--- src/rtl/noc_defs.sv ---
`default_nettype none
// +----------------------------------------------------------------------+
// | noc_defs : definitions shared by the router input and output blocks  |
// | rev 1.0                                                              |
// +----------------------------------------------------------------------+
package noc_defs;

   localparam int DEF_DATA_WIDTH = 8;
   localparam int N_ADD          = 2;
   localparam int DEST_X_LSB     = 0;
   localparam int DEST_Y_LSB     = N_ADD;

   typedef enum logic {
      IDLE = 1'b0,
      SEND = 1'b1
   } flow_state_e;

   function automatic logic [N_ADD-1:0] dest_x(input logic [DEF_DATA_WIDTH-1:0] flit);
      return flit[DEST_X_LSB +: N_ADD];
   endfunction

   function automatic logic [N_ADD-1:0] dest_y(input logic [DEF_DATA_WIDTH-1:0] flit);
      return flit[DEST_Y_LSB +: N_ADD];
   endfunction

endpackage
`default_nettype wire

--- src/rtl/output_flow_control.sv ---
`default_nettype none
// +----------------------------------------------------------------------+
// | output_flow_control : IDLE/SEND link FSM, stall counter and blocked  |
// | rev 1.0                                                              |
// +----------------------------------------------------------------------+
module output_flow_control
   import noc_defs::*;
#(
   parameter int DATA_WIDTH  = DEF_DATA_WIDTH,
   parameter int STALL_W     = 8,
   parameter int STALL_LIMIT = 200
) (
   input  logic                  clk,
   input  logic                  rst,
   input  logic                  i_avail,
   input  logic [DATA_WIDTH-1:0] i_head,
   input  logic                  i_ret,
   output logic                  o_pop,
   output logic                  o_val,
   output logic [DATA_WIDTH-1:0] o_data,
   output logic                  o_blocked
);

   localparam logic [STALL_W-1:0] c_stall_max   = '1;
   localparam logic [STALL_W-1:0] c_stall_limit = STALL_W'(STALL_LIMIT);
   localparam logic [STALL_W-1:0] c_stall_one   = STALL_W'(1);

   flow_state_e         r_state;
   logic                r_val;
   logic [DATA_WIDTH-1:0] r_data;
   logic [STALL_W-1:0]  r_stall;
   logic                r_blocked;
   logic [STALL_W-1:0]  w_stall_next;

   // ret only matters while a flit is being offered
   assign o_pop = i_avail && ((r_state == IDLE) || i_ret);

   always_comb begin
      w_stall_next = '0;
      if (r_val && !i_ret) begin
         w_stall_next = (r_stall == c_stall_max) ? r_stall : r_stall + c_stall_one;
      end
   end

   always_ff @(posedge clk or negedge rst) begin
      if (!rst) begin
         r_state   <= IDLE;
         r_val     <= 1'b0;
         r_data    <= '0;
         r_stall   <= '0;
         r_blocked <= 1'b0;
      end else begin
         r_stall   <= w_stall_next;
         r_blocked <= (w_stall_next >= c_stall_limit);
         case (r_state)
            IDLE: begin
               if (i_avail) begin
                  r_data  <= i_head;
                  r_val   <= 1'b1;
                  r_state <= SEND;
               end
            end
            SEND: begin
               if (i_ret) begin
                  if (i_avail) begin
                     r_data <= i_head;
                  end else begin
                     r_val   <= 1'b0;
                     r_state <= IDLE;
                  end
               end
            end
            default: begin
               r_val   <= 1'b0;
               r_state <= IDLE;
            end
         endcase
      end
   end

   assign o_val     = r_val;
   assign o_data    = r_data;
   assign o_blocked = r_blocked;

endmodule
`default_nettype wire

--- src/rtl/block_output.sv ---
`default_nettype none
// +----------------------------------------------------------------------+
// | block_output : router output port, FIFO plus val/ret link driver     |
// | rev 1.0                                                              |
// +----------------------------------------------------------------------+
module block_output
   import noc_defs::*;
#(
   parameter int DATA_WIDTH  = DEF_DATA_WIDTH,
   parameter int DEPTH       = 4,
   parameter int STALL_W     = 8,
   parameter int STALL_LIMIT = 200
) (
   input  logic                  clk,
   input  logic                  rst,
   input  logic                  in_req,
   output logic                  in_ready,
   input  logic [DATA_WIDTH-1:0] Data_in,
   output logic                  val,
   input  logic                  ret,
   output logic [DATA_WIDTH-1:0] Data_out,
   output logic                  empty,
   output logic                  blocked
);

   localparam int c_ptr_w = (DEPTH > 1) ? $clog2(DEPTH) : 1;
   localparam int c_cnt_w = $clog2(DEPTH + 1);
   localparam logic [c_cnt_w-1:0] c_full    = c_cnt_w'(DEPTH);
   localparam logic [c_cnt_w-1:0] c_cnt_one = c_cnt_w'(1);
   localparam logic [c_ptr_w-1:0] c_ptr_one = c_ptr_w'(1);

   logic [DATA_WIDTH-1:0] r_mem [DEPTH];
   logic [c_ptr_w-1:0]    r_wr_ptr;
   logic [c_ptr_w-1:0]    r_rd_ptr;
   logic [c_cnt_w-1:0]    r_count;

   logic                  w_in_ready;
   logic                  w_write;
   logic                  w_pop;
   logic                  w_avail;
   logic                  w_val;

   // full refuses writes even when a pop happens in the same cycle
   assign w_in_ready = (r_count != c_full);
   assign w_write    = in_req && w_in_ready;
   assign w_avail    = (r_count != '0);

   always_ff @(posedge clk) begin
      if (w_write) begin
         r_mem[r_wr_ptr] <= Data_in;
      end
   end

   always_ff @(posedge clk or negedge rst) begin
      if (!rst) begin
         r_wr_ptr <= '0;
         r_rd_ptr <= '0;
         r_count  <= '0;
      end else begin
         if (w_write) begin
            r_wr_ptr <= r_wr_ptr + c_ptr_one;
         end
         if (w_pop) begin
            r_rd_ptr <= r_rd_ptr + c_ptr_one;
         end
         case ({w_write, w_pop})
            2'b10:   r_count <= r_count + c_cnt_one;
            2'b01:   r_count <= r_count - c_cnt_one;
            default: r_count <= r_count;
         endcase
      end
   end

   output_flow_control #(
      .DATA_WIDTH  (DATA_WIDTH),
      .STALL_W     (STALL_W),
      .STALL_LIMIT (STALL_LIMIT)
   ) u_flow (
      .clk       (clk),
      .rst       (rst),
      .i_avail   (w_avail),
      .i_head    (r_mem[r_rd_ptr]),
      .i_ret     (ret),
      .o_pop     (w_pop),
      .o_val     (w_val),
      .o_data    (Data_out),
      .o_blocked (blocked)
   );

   assign in_ready = w_in_ready;
   assign val      = w_val;
   assign empty    = !w_avail && !w_val;

endmodule
`default_nettype wire

--- config.mk ---
export PLATFORM = sky130hd
export DESIGN_NAME = block_output
export DESIGN_NICKNAME = d
export VERILOG_FILES = /design/src/rtl/noc_defs.sv /design/src/rtl/output_flow_control.sv /design/src/rtl/block_output.sv
export SDC_FILE = /design/constraint.sdc
export NUM_CORES = 1
export LEC_CHECK = 0
export CAP_MARGIN = 20
export CORE_MARGIN = 5
export CORE_UTILIZATION = 60
export DETAILED_ROUTE_END_ITERATION = 16
export PLACE_DENSITY = 0.83
export SLEW_MARGIN = 20
export SYNTH_ARGS = -nofsm -noshare
export SYNTH_HDL_FRONTEND = slang
export SYNTH_SLANG_ARGS = --single-unit
export TNS_END_PERCENT = 50
--- constraint.sdc ---
create_clock -name clk -period 5.43 [get_ports clk]
set_clock_uncertainty 0.2 [all_clocks]
set_input_delay 1.629 -clock clk [delete_from_list [all_inputs] [get_ports clk]]
set_output_delay 1.629 -clock clk [all_outputs]
set_load 0.03 [all_outputs]
* After elaboration in Yosys (flattened, before gate mapping)
Memory sizes are Yosys's and may differ from the RTL's. Index checks and enable logic that the tools add are counted.
Cells by class: bitwise logic cells 1, mux-type cells 15, equal/unequal tests 7, $lt $le $gt $ge 1, add/subtract/negate cells 5, reductions and logical operators 11
Operators with widths (count):
- $mux 8 | 4
- $pmux 8 s2 | 1
- $add 8x1->8 const B | 1
- $eq 8x8->1 const B | 1
- $ge 8x8->1 const B | 1
- $mux 1 | 7
- $pmux 3 s2 | 1
- $add 2x1->2 const B | 2
- $logic_and 1x1->1 | 4
- $ne 2x2->1 const B | 2
- $pmux 1 s2 | 2
- $add 3x1->3 const B | 1
- $logic_not 1->1 | 3
- $ne 3x3->1 const B | 1
- $reduce_and 3->1 | 1
- $reduce_bool 3->1 | 1
- $sub 3x1->3 const B | 1
- $eq 2x1->1 const B | 1
- $eq 2x2->1 const B | 1
- $ne 2x1->1 const B | 1
- $reduce_bool 2->1 | 1
- $logic_or 1x1->1 | 1
- $not 1->1 | 1
Word-level totals: logic and storage cells 49, bits in writable memories 32, output and inout bits 12, input port bits 12, memories kept 1, register bits 26
Memories:
- r_mem | words 4, width 8, read ports 1, clocked after memory_dff 0, write ports 1, RTL line block_output.sv:32 | logic [DATA_WIDTH-1:0] r_mem [DEPTH];

* Logic depth before layout (Yosys ltp)
Gate-level depths: netlist of run 1.
depth in word-level cells 5, mapped depth 10

* Hierarchy
A second synthesis of run 1 with hierarchy kept.
Unflattened totals: cells, all modules 154, area, all modules 2454.9 µm²
Modules (own cells, without submodules):
- block_output | area each 1566.5 µm², cells each 76, seq. area each 1136.1 µm², instances 1
- output_flow_control | area each 888.4 µm², cells each 78, seq. area each 475.5 µm², instances 1

* Worst setup path after synthesis of run 1
No wires, ideal clock.
path kind flip-flop to output port, start reg u_flow.r_val, in the netlist u_flow.o_val, end out empty, slack 2057 ps, data required time 3601 ps, stages on the path, launching flop included 2, data arrival time 1544 ps, path through dfrtp_1 -> nor4_1
Between the ends: longest elaborated chain between the ends 2
RTL lines:
- start, declared | RTL line output_flow_control.sv:29 | logic r_val;
- start signal, assigned | RTL line output_flow_control.sv:48 | r_val <= 1'b0;
- start signal, assigned | RTL line output_flow_control.sv:59 | r_val <= 1'b1;
- start signal, assigned | RTL line output_flow_control.sv:68 | r_val <= 1'b0;
- $logic_not 1->1 | RTL line block_output.sv:92 | assign empty = !w_avail && !w_val;
- $logic_and 1x1->1 | RTL line block_output.sv:92
- end, declared | RTL line block_output.sv:22 | output logic empty,
No other way between the ends.

* Worst setup path after layout of run 1
start in ret, end reg r_count[2]
Between the ends: longest elaborated chain between the ends 4, elaborated cells on any way between the ends 6, those cells by class 2 x eq/ne; 1 x mux; 3 x reduce/logical
RTL lines:
- start, declared | RTL line block_output.sv:20 | input logic ret,
- $logic_or 1x1->1 (*) | RTL line output_flow_control.sv:36 | assign o_pop = i_avail && ((r_state == IDLE) || i_ret);
- $logic_and 1x1->1 (*) | RTL line output_flow_control.sv:36
- $eq 2x1->1 / $eq 2x2->1 (equally long branches) | RTL line block_output.sv:66 | case ({w_write, w_pop})
- $pmux 3 s2 / $reduce_bool 2->1 (equally long branches)
- end signal, assigned | RTL line block_output.sv:67 | 2'b10: r_count <= r_count + c_cnt_one;
- end signal, assigned | RTL line block_output.sv:68 | 2'b01: r_count <= r_count - c_cnt_one;
- end signal, assigned | RTL line block_output.sv:69 | default: r_count <= r_count;
- end, declared | RTL line block_output.sv:35 | logic [c_cnt_w-1:0] r_count;
Mark *: on every way between the ends. The rest lies on a longest branch, timed or not. A chain may end at the register's enable or synchronous reset.

==> impl_metrics.toml, run 1 <==
[outcome]
run_status = "complete, no violations"

[final_layout]
fillers = 265
final_cell_area_um2 = 2880
diodes = 0
final_cell_mix = "sky130_fd_sc_hd__edfxtp_1, sky130_fd_sc_hd__dfrtp_1, sky130_fd_sc_hd__clkdlybuf4s50_1"
final_common_cell = "sky130_fd_sc_hd__edfxtp_1"
layout-drive-gt1-share_pct = 17.2
layout.area.seq_um2 = 1610
number_of_nets_at_the_end_of_the_flow = 200
syn2layout_area_growth_pct = 18.6
multi_input_area_um2 = 757
layoutNonFillerInstCount = 236

[route]
drt_drc_violations_left = 0
route.final.wire_length_mm = 4.39
avgViaCountPerCell = 5.87
firstDrtPassIters = 4
antenna_left = 0
post_drt_wl_per_cell_um = 18.6
drt_iter0_markers = 68
detailroute.via_count = 1385

[clock_network]
clk_pin_slew_ps = 60
worst_skew_pair.late_latency_ps = 320
cts_buffers = 9
cts_repair_resize_count = 0
clock_sinks = 58
cts.repair_timing.setup_buffer_count = 0
max_clock_buf_depth = 2
cts_hold_buf = 0
htree_levels = 3
cts_tree = "built"
root_driver = "sky130_fd_sc_hd__clkbuf_8"

[placed_design]
placement.io_buffers = 23
preCtsSetupSlack_ps = 1480
globalplace.congestion = 0.829
placed_cells = 220
dpl_cell_area_um2 = 2710
place.detailed.hpwl_mm = 3.00

[worst_setup_path]
family_of_cells_with_the_greatest_summed_delay_on_the_critical_path = "buffers and inverters"
cp-end-kind = "flip-flop"
crit_type = "in2reg"
critical_path_depth = 10
worst_reg_to_reg_path_cell_count = 10
timing.critical_path.slowest_stage_cell = "sky130_fd_sc_hd__clkdlybuf4s50_1"
critPathRequiredTime_ps = 5470
timing.critical_path.fanout_max = 11
cp_data_arrival_time_ps = 3640
cp_cell_sequence = "clkdlybuf4s50_1 -> inv_1 -> a21oi_1 -> buf_4 -> ha_1 -> inv_1 -> fa_1 -> xor2_1 -> nor2_1 -> xor2_1"
timing.reg2reg.setup_slack_ps = 3070
worstSetupStartpointType = "primary input"
worst_path_largest_cell_delay_ps = 490
worstPathBufferInverterCount = 4

[timing]
finalHoldWorstSlack_ps = 314
max-slew-margin-rel_pct = 61.9
timing.final.setup_violations = 0
period_needed_ps = 3600
timing_worst_slew_pin_value_ps = 571
finalCritPeriodShare_pct = 66.3
slew_violations = 0
final_hold_viol_count = 0
fin_tns_setup_ps = 0
grt_setup_unrepaired = "no"
max_freq_ghz = 0.278
final.setup.worst_slack_ps = 1830

[global_route]
overflow = 0
grt_util_all_layers_pct = 19.0
via_count_of_the_first_global_routing_pass = 1512
grt_pass1_wl_mm = 7.39
antenna_found_initial = 0
grt_start_max_net_pins = 25

[power]
power_per_cell_area_nw_per_um2 = 544
cellLeakagePower_nw = 1.16
vdd.ir_drop.worst_uv = 274

[floorplanning]
die_w_um = 73.6
die-area_um2 = 5420
num_rows = 23
placeableCoreArea_um2 = 3970
die_y_um = 73.6
total_i_o_pin_count = 24
initial_util_pct = 61.2

[synth]
synth_seq_cells = 58
synthDistinctLibCells = 32
mappedNetlistNets = 168
seq_area_frac_synth_pct = 66.3
synthesis.instances = 149
post_synth.cell_area_avg_um2 = 16.3
yosysWarningCount = 0
mappedNetlistArea_um2 = 2430

[hold_path]
min_path_type = "reg2reg"
hold_path_depth = 1

[job]
count_of_maximum_capacitance_violations = 0
[cell usage after synthesis]
library cell,count,area (um^2)
sky130_fd_sc_hd__and4_1,1,8.76
sky130_fd_sc_hd__a211oi_1,5,37.5
sky130_fd_sc_hd__xnor2_1,5,43.8
sky130_fd_sc_hd__and3_1,6,37.5
sky130_fd_sc_hd__a21oi_1,3,15.0
sky130_fd_sc_hd__nand3_1,2,10.0
sky130_fd_sc_hd__edfxtp_1,32,961
sky130_fd_sc_hd__xor2_1,4,35.0
sky130_fd_sc_hd__ha_1,6,75.1
sky130_fd_sc_hd__buf_6,1,11.3
sky130_fd_sc_hd__mux4_2,8,180
sky130_fd_sc_hd__nor3_2,1,10.0
sky130_fd_sc_hd__clkbuf_1,1,3.75
sky130_fd_sc_hd__mux2_2,1,11.3
sky130_fd_sc_hd__fa_1,1,20.0
sky130_fd_sc_hd__nand2_1,5,18.8
sky130_fd_sc_hd__o21ai_0,1,5.00
sky130_fd_sc_hd__nor2b_1,1,6.26
sky130_fd_sc_hd__mux2_4,8,120
sky130_fd_sc_hd__mux2i_1,2,20.0
sky130_fd_sc_hd__nor2_1,7,26.3
sky130_fd_sc_hd__a22oi_1,1,7.51
sky130_fd_sc_hd__nor4_1,1,6.26
sky130_fd_sc_hd__and2_1,2,12.5
sky130_fd_sc_hd__inv_1,9,33.8
sky130_fd_sc_hd__a31oi_1,4,25.0
sky130_fd_sc_hd__o211ai_1,1,7.51
sky130_fd_sc_hd__buf_2,1,5.00
sky130_fd_sc_hd__nand3b_1,1,7.51
sky130_fd_sc_hd__buf_4,1,7.51
sky130_fd_sc_hd__o311a_1,1,10.0
sky130_fd_sc_hd__dfrtp_1,26,651
[power by group]
| part | internal [mW] | leakage [nW] | switching [mW] |
|---|---|---|---|
| clock network | 0.208 | 0.0894 | 0.148 |
| registers | 0.591 | 0.613 | 0.0972 |
| logic | 0.270 | 0.456 | 0.253 |
| total | 1.07 | 1.16 | 0.499 |
[metrics by stage]
stage / power (mW) / utilization, %
global route: 1.66 / 72.6
global placement: 1.19 / 68.2
CTS: 1.59 / 72.7
detailed placement: 1.22 / 68.2
finish: 1.57 / 72.6
floorplan: 1.05 / -
[flip-flops by register name (all words and copies together), names as in the netlist]
register / count
r_mem: 32
u_flow.o_data: 8
u_flow.r_stall: 8
r_count: 3
r_rd_ptr: 2
r_wr_ptr: 2
u_flow.o_blocked: 1
u_flow.o_val: 1
u_flow.r_state: 1
[per-layer routing]
layer | GRT usage [%] | share of wire [%] | vias to the layer above
li1 | - | - | 618
met1 | 22.9 | 39 | 700
met2 | 30.5 | 52 | 56
met3 | 6.98 | 6.7 | 11
met4 | 8.85 | 2.4 | 0
met5 | 0 | 0 | -
[layout make-up]
cell class | count | area share (%)
Inverter | 9 | 1.17
Sequential cell | 58 | 55.9
Clock inverter | 4 | 1.48
Tap cell | 50 | 2.17
Clock buffer | 12 | 4.69
Timing Repair Buffer | 25 | 8.33
Multi-Input combinational cell | 78 | 26.3
[logic make-up after synthesis]
kind of cell	count (synthesis)	synth area share, %
compound gates	16	4.43
xor+xnor	9	3.24
fa+ha+maj	7	3.91
buf+inv	13	2.52
flops	58	66.3
mux	19	13.6
simple gates	27	5.92
[worst paths after layout]
check	endpoint	startpoint
worst max-delay path	r_count[2]$_DFFE_PN0P_	ret
worst min-delay path	u_flow.o_data[6]$_DFFE_PN0P_	u_flow.o_data[6]$_DFFE_PN0P_
worst max register to register	r_count[2]$_DFFE_PN0P_	r_count[1]$_DFFE_PN0P_
worst min register to register	u_flow.o_data[6]$_DFFE_PN0P_	u_flow.o_data[6]$_DFFE_PN0P_
max in group asynchronous	u_flow.o_data[2]$_DFFE_PN0P_	rst
min in group asynchronous	u_flow.o_data[4]$_DFFE_PN0P_	rst
No activity file was read; power rests on OpenSTA's default activity.
==> inputs of run 2 (changes only) <==
--- a/config.mk
+++ b/config.mk
@@ -7,9 +7,9 @@
 export LEC_CHECK = 0
 export CAP_MARGIN = 20
 export CORE_MARGIN = 5
-export CORE_UTILIZATION = 60
+export CORE_UTILIZATION = 50
 export DETAILED_ROUTE_END_ITERATION = 16
-export PLACE_DENSITY = 0.83
+export PLACE_DENSITY = 0.74
 export SLEW_MARGIN = 20
 export SYNTH_ARGS = -nofsm -noshare
 export SYNTH_HDL_FRONTEND = slang
==> constraint.sdc (replaced) <==
create_clock -name clk -period 3 [get_ports clk]
set_clock_uncertainty 0.2 [all_clocks]
set_input_delay 0.9 -clock clk [delete_from_list [all_inputs] [get_ports clk]]
set_output_delay 0.9 -clock clk [all_outputs]
set_load 0.03 [all_outputs]
==> run 2 against run 1 <==
Net effect:
- first-iteration DRC count decreased by 1.5%
- global-route usage decreased by 4.6 points
- non-clock buffer count unchanged
- power increased by 78%
- register-to-register slack got worse by 2400 ps
- via count decreased by 6.4%
- wire length decreased by 9.4%
- design area increased by 1.0%
- final cell count increased by 7.2%
- count of clock-buffer cells in the layout unchanged
- flip-flop and latch count unchanged
- critical endpoint is now empty
- largest cell class unchanged
==> impl_metrics.toml, run 2 (same netlist as run 1, synthesis figures left out) <==
[placed_design]
dpl_cell_area_um2 = 2730
globalplace.congestion = 0.784
place.detailed.hpwl_mm = 2.72
placement.io_buffers = 23

[global_route]
met1_usage_pct = 16.9
grt-busiest-layer = "met2"
antenna_found_initial = 0
grt_util_all_layers_pct = 14.4
overflow = 0
via_count_of_the_first_global_routing_pass = 1362
grt_pass1_wl_mm = 6.65
grt_start_max_net_pins = 27
grt_use_met3_pct = 4.74
global_routing_met2_resource_utilization_pct = 24.0

[worst_setup_path]
timing.critical_path.fanout_max = 5
worstSetupStartpointType = "flip-flop"
cp-end-kind = "output port"
critPathRequiredTime_ps = 1900
crit_type = "reg2out"
timing.reg2reg.setup_slack_ps = 680
cp_data_arrival_time_ps = 1760

[final_layout]
number_of_nets_at_the_end_of_the_flow = 200
largest_register_ff_count = 32
layout-drive-gt1-share_pct = 18.8
diodes = 0
final_common_cell = "sky130_fd_sc_hd__edfxtp_1"
final_cell_mix = "sky130_fd_sc_hd__edfxtp_1, sky130_fd_sc_hd__dfrtp_1, sky130_fd_sc_hd__clkdlybuf4s50_1"
final_cell_area_um2 = 2910
max_flop_register = "r_mem"
fillers = 351
syn2layout_area_growth_pct = 19.9

[power]
cellLeakagePower_nw = 1.16
vdd.ir_drop.worst_uv = 486
power_per_cell_area_nw_per_um2 = 959
overall_power_mw = 2.79

[route]
firstDrtPassIters = 4
avgViaCountPerCell = 5.13
route.final.wire_length_mm = 3.98
antenna_left = 0
drt_iter0_markers = 67
drt_drc_violations_left = 0
post_drt_wl_per_cell_um = 15.7
detailroute.via_count = 1297

[clock_network]
max_clock_buf_depth = 2
cts_tree = "built"
cts.repair_timing.setup_buffer_count = 0
clock_sinks = 58
cts_hold_buf = 0
htree_levels = 3
cts_buffers = 9
clk_pin_slew_ps = 60
cts_repair_resize_count = 0
root_driver = "sky130_fd_sc_hd__clkbuf_8"
worst_skew_pair.late_latency_ps = 320

[timing]
period_needed_ps = 2860
grt_setup_unrepaired = "no"
slew_violations = 0
timing_worst_slew_pin_value_ps = 599
timing.final.setup_violations = 0
finalCritPeriodShare_pct = 95.2
final_hold_viol_count = 0
max-slew-margin-rel_pct = 60.1
max_freq_ghz = 0.350

[floorplanning]
placeableCoreArea_um2 = 4720
total_i_o_pin_count = 24
initial_util_pct = 51.4
die_w_um = 79.7
die_y_um = 79.7
die-area_um2 = 6350
num_rows = 25

[job]
count_of_maximum_capacitance_violations = 0

[hold_path]
min_path_type = "reg2reg"

[outcome]
run_status = "complete, no violations"
-- run 2: changes by cell type in the layout (fill, tap and decap cells not counted), sizes merged --
cell | previous run | this run
bufinv | 1 | 0
clkinvlp | 0 | 1
clkdlybuf4s50 | 22 | 23
buf | 3 | 2
-- run 2: worst max-delay path, cell delays in order (launching register included) --
cell	delay, ps
sky130_fd_sc_hd__dfrtp_1	420
sky130_fd_sc_hd__nor4_1	290
sky130_fd_sc_hd__clkdlybuf4s50_1	720
-- run 2: power breakdown --
part	leakage (nW)	switching (mW)	internal (mW)
Sequential	0.613	0.175	1.07
Clock	0.0924	0.288	0.343
Combinational	0.456	0.433	0.485
Total	1.16	0.897	1.90
-- run 2: cell type report --
type | count | area [um^2] | area share (%)
Sequential cell | 58 | 1610 | 55.3
Multi-Input combinational cell | 78 | 757 | 26.0
Timing Repair Buffer | 25 | 245 | 8.42
Clock buffer | 12 | 155 | 5.33
Tap cell | 67 | 83.8 | 2.88
Inverter | 9 | 33.8 | 1.16
Clock inverter | 4 | 26.3 | 0.902
-- run 2: metal layers --
metal | up-vias | routed length (um)
li1 | 621 | -
met1 | 653 | 1700
met2 | 18 | 2110
met3 | 5 | 128
met4 | 0 | 48
met5 | - | 0
-- run 2: per-stage QoR --
| step | TNS [ps] | hold slack, ps | setup slack (ps) | utilization, % | cells |
|---|---|---|---|---|---|
| floorplan | 0 | 279 | 356 | - | 149 |
| global placement | 0 | 296 | 59.0 | 57.8 | 237 |
| detailed placement | -28.5 | 304 | -28.5 | 57.8 | 237 |
| CTS | 0 | 324 | 124 | 61.7 | 253 |
| global route | 0 | 329 | 46.6 | 61.7 | 253 |
| finish | 0 | 320 | 143 | 61.7 | 253 |
-- run 2: worst paths after layout --
check	endpoint	startpoint	cells after the start
min	u_flow.o_data[0]$_DFFE_PN0P_	u_flow.o_data[0]$_DFFE_PN0P_	1
min reg2reg	u_flow.o_data[0]$_DFFE_PN0P_	u_flow.o_data[0]$_DFFE_PN0P_	1
min in group asynchronous	u_flow.r_stall[6]$_DFF_PN0_	rst	2
max in group asynchronous	r_rd_ptr[1]$_DFFE_PN0P_	rst	2
max reg2reg	r_count[2]$_DFFE_PN0P_	r_count[0]$_DFFE_PN0P_	10
max	empty	u_flow.o_val$_DFFE_PN0P_	2
